$ cat src/rtl/alu_pipe.sv
// Two-stage pipelined ALU with valid/ready handshakes on both sides, NZCV flags,
// an internal accumulator and a tag that travels alongside each operation.
module alu_pipe #(
  parameter int WIDTH = 8,
  parameter int TAG_W = 4
) (
  input  logic             clk,
  input  logic             rst,
  input  logic             in_valid,
  output logic             in_ready,
  input  logic [3:0]       in_op,
  input  logic [WIDTH-1:0] in_a,
  input  logic [WIDTH-1:0] in_b,
  input  logic             in_acc,
  input  logic [TAG_W-1:0] in_tag,
  input  logic             acc_clr,
  output logic             out_valid,
  input  logic             out_ready,
  output logic [WIDTH-1:0] out_result,
  output logic [3:0]       out_flags,
  output logic             out_err,
  output logic [TAG_W-1:0] out_tag,
  output logic [WIDTH-1:0] acc_value
);

  localparam int SW = $clog2(WIDTH);

  // Handshake: a beat transfers on a rising edge where valid && ready are both high;
  // a producer holds valid and its payload stable until that edge, and ready may
  // depend combinationally on the downstream ready but never on valid.
  logic             s1_valid;
  logic [WIDTH-1:0] s1_result;
  logic [3:0]       s1_flags;
  logic             s1_err;
  logic [TAG_W-1:0] s1_tag;
  logic [WIDTH-1:0] acc;

  logic s2_load;
  logic accept;

  assign s2_load   = !out_valid || out_ready;
  assign in_ready  = !rst && (!s1_valid || s2_load);
  assign accept    = in_valid && in_ready;
  assign acc_value = acc;

  logic [WIDTH-1:0]        a_eff;
  logic [SW-1:0]           sh;
  logic [WIDTH:0]          sum_w;
  logic [WIDTH:0]          dif_w;
  logic [WIDTH:0]          shl_w;
  logic [WIDTH:0]          shr_w;
  logic signed [WIDTH:0]   sra_w;
  logic [WIDTH-1:0]        c_res;
  logic                    c_c;
  logic                    c_v;
  logic                    c_err;
  logic [3:0]              c_flags;

  always_comb begin
    a_eff = in_acc ? acc : in_a;
    sh    = in_b[SW-1:0];
    sum_w = {1'b0, a_eff} + {1'b0, in_b};
    // Bit WIDTH of the widened difference is the unsigned borrow.
    dif_w = {1'b0, a_eff} - {1'b0, in_b};
    // Shifting through a spare bit leaves the last bit shifted out in that spare
    // position, and leaves it 0 for a zero shift amount.
    shl_w = {1'b0, a_eff} << sh;
    shr_w = {a_eff, 1'b0} >> sh;
    sra_w = $signed({a_eff, 1'b0}) >>> sh;
    c_res = '0;
    c_c   = 1'b0;
    c_v   = 1'b0;
    c_err = 1'b0;
    case (in_op)
      4'd0: begin
        c_res = sum_w[WIDTH-1:0];
        c_c   = sum_w[WIDTH];
        c_v   = (a_eff[WIDTH-1] == in_b[WIDTH-1]) && (sum_w[WIDTH-1] != a_eff[WIDTH-1]);
      end
      4'd1: begin
        c_res = dif_w[WIDTH-1:0];
        c_c   = dif_w[WIDTH];
        c_v   = (a_eff[WIDTH-1] != in_b[WIDTH-1]) && (dif_w[WIDTH-1] != a_eff[WIDTH-1]);
      end
      4'd2: c_res = a_eff & in_b;
      4'd3: c_res = a_eff | in_b;
      4'd4: c_res = a_eff ^ in_b;
      4'd5: c_res = ~(a_eff ^ in_b);
      4'd6: begin
        c_res = shl_w[WIDTH-1:0];
        c_c   = shl_w[WIDTH];
      end
      4'd7: begin
        c_res = shr_w[WIDTH:1];
        c_c   = shr_w[0];
      end
      4'd8: begin
        c_res = sra_w[WIDTH:1];
        c_c   = sra_w[0];
      end
      4'd9:  c_res = {{(WIDTH-1){1'b0}}, ($signed(a_eff) < $signed(in_b))};
      4'd10: c_res = {{(WIDTH-1){1'b0}}, (a_eff < in_b)};
      4'd11: c_res = in_b;
      default: c_err = 1'b1;
    endcase
    c_flags = c_err ? 4'b0000 : {c_res[WIDTH-1], (c_res == '0), c_c, c_v};
  end

  always_ff @(posedge clk) begin
    if (rst) begin
      s1_valid   <= 1'b0;
      s1_result  <= '0;
      s1_flags   <= '0;
      s1_err     <= 1'b0;
      s1_tag     <= '0;
      out_valid  <= 1'b0;
      out_result <= '0;
      out_flags  <= '0;
      out_err    <= 1'b0;
      out_tag    <= '0;
      acc        <= '0;
    end else begin
      if (s2_load) begin
        out_valid <= s1_valid;
        if (s1_valid) begin
          out_result <= s1_result;
          out_flags  <= s1_flags;
          out_err    <= s1_err;
          out_tag    <= s1_tag;
        end
      end
      if (accept) begin
        s1_valid  <= 1'b1;
        s1_result <= c_res;
        s1_flags  <= c_flags;
        s1_err    <= c_err;
        s1_tag    <= in_tag;
      end else if (s2_load) begin
        s1_valid <= 1'b0;
      end
      // A clear on the same edge as an accumulating op wins; the op still used the old value.
      if (acc_clr) begin
        acc <= '0;
      end else if (accept && in_acc && !c_err) begin
        acc <= c_res;
      end
    end
  end

endmodule

$ cat config.mk
export PLATFORM = sky130hd
export DESIGN_NAME = alu_pipe
export DESIGN_NICKNAME = d
export VERILOG_FILES = /design/src/rtl/alu_pipe.sv
export SDC_FILE = /design/constraint.sdc
export NUM_CORES = 1
export LEC_CHECK = 0
export CAP_MARGIN = 20
export CORE_ASPECT_RATIO = 1.75
export CORE_MARGIN = 8
export CORE_UTILIZATION = 56
export CTS_CLUSTER_SIZE = 10
export DETAILED_ROUTE_END_ITERATION = 10
export GPL_ROUTABILITY_DRIVEN = 0
export PLACE_DENSITY_LB_ADDON = 0.05
export SYNTH_ARGS = -nofsm -noshare
export SYNTH_HDL_FRONTEND = slang
export SYNTH_SLANG_ARGS = --single-unit
$ cat constraint.sdc
create_clock -name clk -period 3.45 [get_ports clk]
set_input_delay 0.5175 -clock clk [delete_from_list [all_inputs] [get_ports clk]]
set_output_delay 0.5175 -clock clk [all_outputs]
set_load 0.01 [all_outputs]
==> results.sh <==
export IMPL_cellPowerDensity_nw_per_um2=293
export IMPL_clock_path_buffers=2
export IMPL_ys_ff_latch=44
export IMPL_cts_tree="built"
export IMPL_hold_fix_buffers_cts=0
export IMPL_root_buffer="sky130_fd_sc_hd__clkbuf_16"
export IMPL_top_level_ports=57
export IMPL_ys_async_sr_fraction_pct=0
export IMPL_synth_cells=504
export IMPL_antennaDiodeCount=0
export IMPL_finalWorstPathRequiredPeriod_ns=3.44
export IMPL_ant_nets=0
export IMPL_fillerInstances=501
export IMPL_routed_wire_length_per_instance_um=20.4
export IMPL_initial_core_utilization_pct=57.8
export IMPL_clock_insertion_delay_worst_skew_ns=0.29
export IMPL_synthFlopType="sky130_fd_sc_hd__dfxtp_1"
export IMPL_finish_net_count=673
export IMPL_synth_distinct_cells=72
export IMPL_crit_fanout=7
export IMPL_dp_cells=680
export IMPL_timing_final_hold_violations=0
export IMPL_numCtsBuffers=5
export IMPL_antenna_found_initial=0
export IMPL_largest_net_degree_at_the_start_of_global_routing=31
export IMPL_synth_net_count=564
export IMPL_worst_ep_arrival_time_ns=3.67
export IMPL_netlist_area_um2=3960
export IMPL_placed_cell_area_um2=5030
export IMPL_max_slew_margin_pct=38.0
export IMPL_synth_sequential_area_ratio_pct=22.2
export IMPL_wire_length_of_the_first_global_routing_pass_um=21700
export IMPL_cp_startpoint_kind="primary input"
export IMPL_drt_vias_per_instance=6.56
export IMPL_final_cell_count_no_fill=698
export IMPL_row_count=40
export IMPL_synth_largest_area_cell="sky130_fd_sc_hd__dfxtp_1"
export IMPL_syn_area_per_cell_um2=7.86
export IMPL_dpl_hpwl_um=10600
export IMPL_final_layout_size_suffix_gt1_share_pct=23.3
export IMPL_outcome="finished, final reports clean"
export IMPL_finalSetupTns_ns=0
export IMPL_die_width_um=79.6
export IMPL_netlist_area_leader_share_pct=22.2
export IMPL_clkSlewWorstSetupHoldPaths_ns=0.06
export IMPL_core_region_area_um2=6860
export IMPL_worst_slew_pin_transition_ns=0.929
export IMPL_areaGrowthSynthToFinish_pct=37.8
export IMPL_setup_worst_path_class="primary input to flop"
export IMPL_fmax_mhz=291
export IMPL_postLayoutCellArea_um2=5460
export IMPL_input_output_buffers=56
export IMPL_htree_levels=2
export IMPL_yosys_warnings=0
export IMPL_die_area_um2=10100
export IMPL_drc=0
export IMPL_vias=4577
export IMPL_static_leakage_power_nw=2.19
export IMPL_detailedRoute_firstPassIterationCount=5
export IMPL_fin_worst_skew_ns=0.00370
export IMPL_grt_pass1_vias=4605
export IMPL_die_height_um=127
export IMPL_drv_cap=0
export IMPL_synth_edf_count=0
export IMPL_timing_reg2reg_setup_slack_ns=0.57
export IMPL_slew_viol_final=0
export IMPL_worstPathRequired_ns=3.68
export IMPL_total_power_mw=1.60
export IMPL_grt_usage_pct=26.6
export IMPL_report_final_setup_viol=0
export IMPL_layout_worst_path_cycle_share_pct=99.6
export IMPL_synth_top_cells_by_area="sky130_fd_sc_hd__dfxtp_1 (22%), sky130_fd_sc_hd__ha_1 (8.8%), sky130_fd_sc_hd__nand2_1 (7.0%)"
export IMPL_crit_path_end_kind="flop"
export IMPL_multi_input_comb_area_um2=2990
export IMPL_utilization_pct=79.6
export IMPL_drt_initial_drc_count=458
export IMPL_overflow=0
export IMPL_clock_sinks=44
export IMPL_worst_ir_drop_vdd_uv=178
export IMPL_hold_path_class="flop to flop"
export IMPL_area_taken_by_flip_flops_and_latches_um2=881
export IMPL_routed_wl_um=14300
routing by layer:
metal,wire (um),GRT usage [%],vias up
met4,1230,24.3,0
li1,-,-,2050
met2,7200,47.6,288
met1,4780,24.8,2133
met5,0,0,-
met3,1050,3.72,106
cell usage after synthesis, types with 5 or more instances:
library cell,instances
sky130_fd_sc_hd__a211oi_1,11
sky130_fd_sc_hd__a21o_1,5
sky130_fd_sc_hd__a21oi_1,47
sky130_fd_sc_hd__a221oi_1,7
sky130_fd_sc_hd__a22oi_1,8
sky130_fd_sc_hd__and3_1,7
sky130_fd_sc_hd__buf_2,10
sky130_fd_sc_hd__clkbuf_1,22
sky130_fd_sc_hd__dfxtp_1,44
sky130_fd_sc_hd__ha_1,28
sky130_fd_sc_hd__inv_1,26
sky130_fd_sc_hd__mux2i_1,12
sky130_fd_sc_hd__mux4_2,9
sky130_fd_sc_hd__nand2_1,74
sky130_fd_sc_hd__nand2b_1,6
sky130_fd_sc_hd__nand3b_1,5
sky130_fd_sc_hd__nor2_1,39
sky130_fd_sc_hd__nor2b_1,10
sky130_fd_sc_hd__nor3_1,11
sky130_fd_sc_hd__o21ai_0,22
sky130_fd_sc_hd__xor2_1,5
cell type report:
cell class	count	share of cell area (%)
repair buffers	140	22.6
well taps	84	1.92
flip-flops and latches	44	16.1
inverters	27	1.86
multi-input cells	395	54.8
clock buffers	8	2.68
worst max-delay path: stages:
cell                              delay (ns)
sky130_fd_sc_hd__clkdlybuf4s50_1        0.49
sky130_fd_sc_hd__buf_6                  0.18
sky130_fd_sc_hd__buf_12                 0.12
sky130_fd_sc_hd__mux2i_4                0.29
sky130_fd_sc_hd__ha_4                   0.25
sky130_fd_sc_hd__buf_4                  0.14
sky130_fd_sc_hd__buf_4                  0.16
sky130_fd_sc_hd__nor2b_2                0.16
sky130_fd_sc_hd__o31ai_2                0.07
sky130_fd_sc_hd__buf_4                  0.14
sky130_fd_sc_hd__buf_4                  0.13
sky130_fd_sc_hd__a21o_1                 0.21
sky130_fd_sc_hd__a21oi_1                0.18
sky130_fd_sc_hd__o211a_1                0.25
sky130_fd_sc_hd__and3_1                 0.22
sky130_fd_sc_hd__a32o_2                 0.17
where the power goes:
part           internal (mW)  total (mW)  switching [mW]
registers              0.528       0.541          0.0123
logic                  0.281       0.590           0.309
clock network          0.288       0.470           0.182
layout by cell type, fill, tap and decap left out, drive strengths merged, types with 5 or more instances in the layout:
cell	synthesis	layout
a21oi	48	48
nor3	11	11
nand3b	5	5
nand2b	6	6
ha	28	28
mux2	5	5
a211oi	11	11
mux4	11	11
inv	26	26
o21ai	22	22
nor2	39	39
a221oi	7	7
nor2b	10	10
buf	16	84
nand2	75	75
a22oi	8	8
clkbuf	22	8
dfxtp	44	44
xor2	5	5
and3	7	7
a21o	5	5
mux2i	13	13
clkdlybuf4s50	0	56
kinds of logic after synthesis:
family | Yosys count | synth area share (%)
DFF | 44 | 22.2
xor gates and xnor gates | 7 | 1.55
muxes | 29 | 11.8
adders and majority gates | 30 | 9.85
AOI/OAI and AO/OA | 147 | 25.3
and+or+nand+nor | 182 | 22.5
buffers and inverters | 65 | 6.75
final timing paths:
kind	start	endpoint	cells past startpoint
min reg2reg	out_tag[2]	out_tag[2]	2
max reg2reg	acc_value[2]	s1_flags[2]	13
max	in_acc	s1_flags[2]	16
min	out_tag[2]	out_tag[2]	2
through the flow:
stage	setup slack [ns]	hold WS, ns
detailed placement	-0.389	0.445
finish	0.0133	0.452
global placement	-0.259	0.435
global route	-0.0633	0.468
CTS	0.0118	0.454
floorplan	0.232	0.425
state kept, by name, summed over array words and instances (netlist names):
register and flops:
s1_tag 4, s1_flags 4, acc_value 8, out_result 8
out_tag 4, s1_result 8, out_valid 1, s1_valid 1
s1_err 1, out_flags 4, out_err 1
timing repair:
action,CTS,global route
resized for setup,8,29
buffers inserted,0,10
endpoints found under the setup margin,5,12
pin swaps,1,6
endpoints found under the hold margin,0,0
No activity file was read; power rests on OpenSTA's default activity.
